## src/rtl/alu_sequencer_pkg.sv

```systemverilog
// Shared types for the ALU sequencer: data width, ALU opcode encoding and
// the sequencer FSM state encoding.
package alu_sequencer_pkg;

  localparam int DATA_WIDTH = 8;
  localparam int CNT_WIDTH  = 4;

  typedef enum logic [2:0] {
    ALU_ADD    = 3'd0,
    ALU_SUB    = 3'd1,
    ALU_AND    = 3'd2,
    ALU_OR     = 3'd3,
    ALU_XOR    = 3'd4,
    ALU_PASS_A = 3'd5,
    ALU_PASS_B = 3'd6,
    ALU_NOT    = 3'd7
  } enum_alu_opcode_t;

  typedef enum logic [1:0] {
    IDLE  = 2'd0,
    ISSUE = 2'd1,
    WB    = 2'd2
  } enum_seq_state_t;

endpackage

```

## src/rtl/seq_regfile.sv

```systemverilog
// Register file for the ALU sequencer: one write port, three combinational
// read ports (rs1, rs2, debug); register 0 always reads zero.
module seq_regfile
  import alu_sequencer_pkg::*;
#(
  parameter int NUM_REGS = 8,
  localparam int AW = $clog2(NUM_REGS)
) (
  input  logic                  clk,
  input  logic                  rst_n,
  input  logic                  wr_en,
  input  logic [AW-1:0]         wr_addr,
  input  logic [DATA_WIDTH-1:0] wr_data,
  input  logic [AW-1:0]         rs1_addr,
  output logic [DATA_WIDTH-1:0] rs1_data,
  input  logic [AW-1:0]         rs2_addr,
  output logic [DATA_WIDTH-1:0] rs2_data,
  input  logic [AW-1:0]         dbg_addr,
  output logic [DATA_WIDTH-1:0] dbg_data
);

  logic [DATA_WIDTH-1:0] regs_reg [NUM_REGS];
  logic [2:0][AW-1:0]         rd_addr;
  logic [2:0][DATA_WIDTH-1:0] rd_data;

  // Entry 0 is reset to zero and never written, so it stays zero.
  always_ff @(posedge clk or negedge rst_n) begin
    if (!rst_n) begin
      regs_reg <= '{default: '0};
    end else if (wr_en && (wr_addr != '0)) begin
      regs_reg[wr_addr] <= wr_data;
    end
  end

  assign rd_addr = {dbg_addr, rs2_addr, rs1_addr};

  genvar gi;
  generate
    for (gi = 0; gi < 3; gi++) begin : g_rd_port
      assign rd_data[gi] = (rd_addr[gi] == '0) ? '0 : regs_reg[rd_addr[gi]];
    end
  endgenerate

  assign {dbg_data, rs2_data, rs1_data} = rd_data;

endmodule

```

## src/rtl/alu_sequencer.sv

```systemverilog
// Issues one instruction at a time to an external ALU: registers operands,
// waits ALU_LATENCY cycles, captures result/flags and writes back.
module alu_sequencer
  import alu_sequencer_pkg::*;
#(
  parameter int NUM_REGS    = 8,
  parameter int ALU_LATENCY = 1,
  parameter int FLAG_WIDTH  = 3,
  localparam int AW = $clog2(NUM_REGS)
) (
  input  logic                  clk,
  input  logic                  rst_n,
  input  logic                  instr_valid,
  output logic                  instr_ready,
  input  enum_alu_opcode_t      instr_opcode,
  input  logic                  instr_mode,
  input  logic [AW-1:0]         instr_rd,
  input  logic [AW-1:0]         instr_rs1,
  input  logic [AW-1:0]         instr_rs2,
  input  logic                  instr_use_imm,
  input  logic [DATA_WIDTH-1:0] instr_imm,
  input  logic                  instr_use_carry,
  output logic [DATA_WIDTH-1:0] alu_in_a,
  output logic [DATA_WIDTH-1:0] alu_in_b,
  output logic                  alu_input_carry,
  output enum_alu_opcode_t      alu_opcode,
  output logic                  alu_mode,
  input  logic [DATA_WIDTH-1:0] alu_out,
  input  logic [FLAG_WIDTH-1:0] alu_out_flag,
  output logic                  done,
  output logic [DATA_WIDTH-1:0] result,
  output logic [FLAG_WIDTH-1:0] flags,
  input  logic [AW-1:0]         dbg_addr,
  output logic [DATA_WIDTH-1:0] dbg_data
);

  localparam logic [CNT_WIDTH-1:0] CNT_LOAD = CNT_WIDTH'(ALU_LATENCY - 1);

  enum_seq_state_t state_reg, state_next;
  logic [CNT_WIDTH-1:0]  cnt_reg, cnt_next;
  logic                  accept, capture, writeback;

  logic [DATA_WIDTH-1:0] a_reg, b_reg, result_reg;
  logic                  carry_reg, mode_reg, done_reg;
  enum_alu_opcode_t      opcode_reg;
  logic [AW-1:0]         rd_reg;
  logic [FLAG_WIDTH-1:0] flag_hold_reg, flags_reg;
  logic [DATA_WIDTH-1:0] rs1_data, rs2_data;

  always_ff @(posedge clk or negedge rst_n) begin
    if (!rst_n) begin
      state_reg <= IDLE;
      cnt_reg   <= '0;
    end else begin
      state_reg <= state_next;
      cnt_reg   <= cnt_next;
    end
  end

  always_comb begin
    state_next  = state_reg;
    cnt_next    = cnt_reg;
    accept      = 1'b0;
    capture     = 1'b0;
    writeback   = 1'b0;
    instr_ready = 1'b0;
    case (state_reg)
      IDLE: begin
        instr_ready = 1'b1;
        if (instr_valid) begin
          accept     = 1'b1;
          cnt_next   = CNT_LOAD;
          state_next = ISSUE;
        end
      end
      ISSUE: begin
        if (cnt_reg != '0) begin
          cnt_next = cnt_reg - 1'b1;
        end else begin
          capture    = 1'b1;
          state_next = WB;
        end
      end
      WB: begin
        writeback  = 1'b1;
        state_next = IDLE;
      end
      default: state_next = IDLE;
    endcase
  end

  // ALU-facing registers only change on accept, so they stay valid in IDLE.
  always_ff @(posedge clk or negedge rst_n) begin
    if (!rst_n) begin
      a_reg         <= '0;
      b_reg         <= '0;
      carry_reg     <= 1'b0;
      opcode_reg    <= ALU_ADD;
      mode_reg      <= 1'b0;
      rd_reg        <= '0;
      result_reg    <= '0;
      flag_hold_reg <= '0;
      flags_reg     <= '0;
      done_reg      <= 1'b0;
    end else begin
      done_reg <= writeback;
      if (accept) begin
        a_reg      <= rs1_data;
        b_reg      <= instr_use_imm ? instr_imm : rs2_data;
        carry_reg  <= instr_use_carry & flags_reg[0];
        opcode_reg <= instr_opcode;
        mode_reg   <= instr_mode;
        rd_reg     <= instr_rd;
      end
      if (capture) begin
        result_reg    <= alu_out;
        flag_hold_reg <= alu_out_flag;
      end
      if (writeback) begin
        flags_reg <= flag_hold_reg;
      end
    end
  end

  seq_regfile #(
    .NUM_REGS (NUM_REGS)
  ) u_regfile (
    .clk      (clk),
    .rst_n    (rst_n),
    .wr_en    (writeback),
    .wr_addr  (rd_reg),
    .wr_data  (result_reg),
    .rs1_addr (instr_rs1),
    .rs1_data (rs1_data),
    .rs2_addr (instr_rs2),
    .rs2_data (rs2_data),
    .dbg_addr (dbg_addr),
    .dbg_data (dbg_data)
  );

  assign alu_in_a        = a_reg;
  assign alu_in_b        = b_reg;
  assign alu_input_carry = carry_reg;
  assign alu_opcode      = opcode_reg;
  assign alu_mode        = mode_reg;
  assign done            = done_reg;
  assign result          = result_reg;
  assign flags           = flags_reg;

endmodule
```

## config.mk

```make
export PLATFORM = sky130hd
export DESIGN_NAME = alu_sequencer
export DESIGN_NICKNAME = d
export VERILOG_FILES = /design/src/rtl/alu_sequencer_pkg.sv /design/src/rtl/seq_regfile.sv /design/src/rtl/alu_sequencer.sv
export SDC_FILE = /design/constraint.sdc
export NUM_CORES = 1
export LEC_CHECK = 0
export ABC_AREA = 1
export BUFFER_PORTS_ARGS = -buffer_cell sky130_fd_sc_hd__buf_2
export CAP_MARGIN = 20
export CORE_MARGIN = 3
export CORE_UTILIZATION = 52
export DETAILED_ROUTE_END_ITERATION = 10
export PLACE_DENSITY = 0.76
export SLEW_MARGIN = 20
export SYNTH_ARGS = -nofsm -noshare
export SYNTH_HDL_FRONTEND = slang
export SYNTH_SLANG_ARGS = --single-unit
```

## constraint.sdc

```tcl
create_clock -name clk -period 1.25 [get_ports clk]
set_input_delay 0.0625 -clock clk [delete_from_list [all_inputs] [get_ports clk]]
set_output_delay 0.0625 -clock clk [all_outputs]
set_load 0.005 [all_outputs]
```

==> summary.txt <==
CP peak stage delay = 0.40 ns
Least-Margin Pin Slew = 0.594 ns
Fin crit share = 126%
Vias per Instance = 5.98
P_leak = 4.09 nW
Yosys reg bits = 109
Maximum vdd drop = 1570 µV
Top-area cell type share of the netlist area = 46.7%
CP Capture Type = output pin
# fillers = 714
Area after DPL = 0.00660 mm²
Total GRT Usage = 33.5%
Root Driver = clkbuf_8
Initial Utilization = 53.6%
Clock Latency Late Sink = 0.41 ns
Post-Syn Instances = 791
Crit path required time = 1.19 ns
Port bufs = 81
Critical-path cell list = inv_2, a21oi_1, o21ai_1, nand3_1, and3_1, buf_2
Post-synth top flop = dfrtp_1
Fmax = 633 MHz
CTS tree = done
Final worst setup slack = -0.331 ns
Share of cells above drive strength 1 = 43.1%
Die area = 0.0125 mm²
Syn Nets = 832
Finished Cell Area = 0.00848 mm²
Fin cells = 1,112
Max Fanout on Critical Path = 4
Max Cap Viol = 0
DP HPWL = 12,800 µm
Hold Crit Class = input pin to flip-flop
Count leader, synth = nand2_1
Clock slew at reported path FFs = 0.11 ns
Longest Clk Path Bufs = 2
1st-pass router iterations = 8
Multi-input logic area = 0.00333 mm²
Worst Skew = 0.0234 ns
Run status = finished, violations left
Post-synth EDFFs = 0
Failing checks = negative setup slack
Die height = 112 µm
Sequential share of the synthesized area = 46.7%
# IOs = 82
Count of cell types in the netlist = 29
Mean Syn Cell Area = 7.38 µm²
Setup violators final = 105
Max FFs per register = 64
Top delay family on crit path = flip-flops
RSZ-0062 raised after global routing = yes
Cell taking the most area after synthesis = dfrtp_1
Diodes inserted = 0
# H-tree levels = 3
CTS buffer count = 9
Slowest CP cell = dfrtp_1
DRC viols = 0
Die Width = 112 µm
Post-Syn Area = 0.00584 mm²
Synth area leaders = dfrtp_1 47%, nand2_1 16%, o21ai_0 7.5%
RD Place Congestion = 0.953
PD cells = 1710 mW/mm²
DRT Wirelength = 24,200 µm
Reg area = 0.00274 mm²
Via Count = 6,650
Most frequent cells after synthesis = 251 x nand2_1, 109 x dfrtp_1, 88 x o21ai_0
Placed Cells incl. Taps = 1,007
Slew Limit Fails = 0
First-pass GRT wire length = 32,700 µm
Total grt overflow = 0
Startpoint types = flip-flop
Async SR Flop Fraction = 100%
Clk sinks = 109
Buf/Inv on CP = 2
Nets@finish = 1,010
Final min period = 1.58 ns
Synthesis-to-layout area growth = 45.1%
Antenna violations before repair = 0
Vias in the first global route = 6,017
Std cell rows = 38
Crit Path Category = flip-flop to output pin
Pin count of the biggest net entering global routing = 110
Core area = 0.0109 mm²
Critical Path AT = 1.52 ns
Relative slew slack = 60.4%
Drt initial violations = 885
Syn. warnings = 0
Final hold vios = 0
DRT antenna net count = 0
Avg WL per Cell = 21.8 µm
==> worst min-delay path, cell delays in order <==
cell and delay, ns:
buf_2 0.07, nor2_1 0.06, nor2_4 0.09, nand2_1 0.05, nand2_1 0.05
==> cell families (layout without fill, tap and decap cells) <==
| logic type | Yosys count | count (layout) | synth area share [%] |
|---|---|---|---|
| AND/OR/NAND/NOR | 391 | 394 | 28.6 |
| XOR/XNOR | 1 | 1 | 0.150 |
| buffers and inverters | 125 | 303 | 9.08 |
| adder cells (fa/ha/maj) | 1 | 1 | 0.214 |
| flip-flops | 109 | 109 | 46.7 |
| AO/OA/AOI/OAI | 164 | 164 | 15.3 |
==> area by class of cell <==
cell class	count	share of cell area (%)
multi-input combinational	560	39.3
sequential	109	32.3
timing repair buffer	214	20.7
inverter	75	3.44
tap	140	2.07
clock buffer	10	1.62
clock inverter	4	0.679
==> cells in the final DEF (no fill, tap or decap), types with 5 or more instances in the layout <==
| cell | instances |
|---|---|
| buf_8 | 8 |
| buf_6 | 17 |
| nand3_4 | 8 |
| nor2_2 | 8 |
| o21ai_1 | 35 |
| o21ai_0 | 30 |
| nor2_1 | 34 |
| buf_2 | 80 |
| buf_4 | 73 |
| inv_1 | 42 |
| buf_12 | 7 |
| nand3_1 | 60 |
| dfrtp_1 | 102 |
| nand2_2 | 64 |
| inv_2 | 28 |
| clkbuf_8 | 10 |
| nand2_1 | 170 |
| o211ai_1 | 15 |
| o21ai_2 | 41 |
| a21oi_2 | 14 |
| nor2_4 | 14 |
| and3_1 | 5 |
| nand2_4 | 16 |
| dlygate4sd3_1 | 25 |
| a21oi_1 | 27 |
| dfrtp_2 | 7 |
==> layer usage <==
layer	routed length, µm	global-route usage (%)
met1	8840	45.7
met2	11300	51.2
met3	2800	10.5
met4	1290	11.3
met5	0	0
==> timing repair <==
action	in CTS	in global routing
gates cloned	6	4
endpoints found under the setup margin	66	104
hold buffers	25	0
gates resized for setup	118	207
pin swaps	26	54
endpoints found under the hold margin	132	0
setup buffers	41	25
==> power by group <==
part           switching (mW)  total (mW)  internal (mW)
Combinational            3.51        6.17           2.67
Clock                    1.33        2.32          0.984
Sequential               1.40        6.01           4.61
Total                    6.24        14.5           8.26
==> per-stage QoR <==
stage | TNS, ns | setup WS [ns] | utilization (%) | power (mW) | hold slack [ns]
3_5_place_dp | -2.39 | -0.100 | 60.6 | 9.35 | 0.183
6_report | -18.04 | -0.331 | 77.8 | 14.5 | 0.0249
3_3_place_gp | -0.299 | -0.0292 | 60.6 | 9.22 | 0.173
4_1_cts | -8.23 | -0.279 | 71.0 | 12.8 | 0.00156
5_1_grt | -22.55 | -0.388 | 77.8 | 15.1 | 0.0465
2_1_floorplan | -0.105 | -0.0299 | - | 7.60 | -0.233
==> final timing paths <==
path,slack [ns],start,cells after the start,endpoint
worst max-delay path,-0.33,u_regfile.regs_reg[22]$_DFFE_PN0P_,6,dbg_data[6]
worst min-delay path,0.02,instr_imm[7],5,alu_in_b[7]$_DFFE_PN0P_
worst max register to register,-0.32,state_reg[1]$_DFFE_PN0P_,9,u_regfile.regs_reg[14]$_DFFE_PN0P_
worst min register to register,0.39,u_regfile.regs_reg[58]$_DFFE_PN0P_,0,u_regfile.regs_reg[58]$_DFFE_PN0P_
max in group asynchronous,0.49,rst_n,3,u_regfile.regs_reg[54]$_DFFE_PN0P_
min in group asynchronous,0.29,rst_n,3,u_regfile.regs_reg[36]$_DFFE_PN0P_
Power figures use the tool's default switching activity.
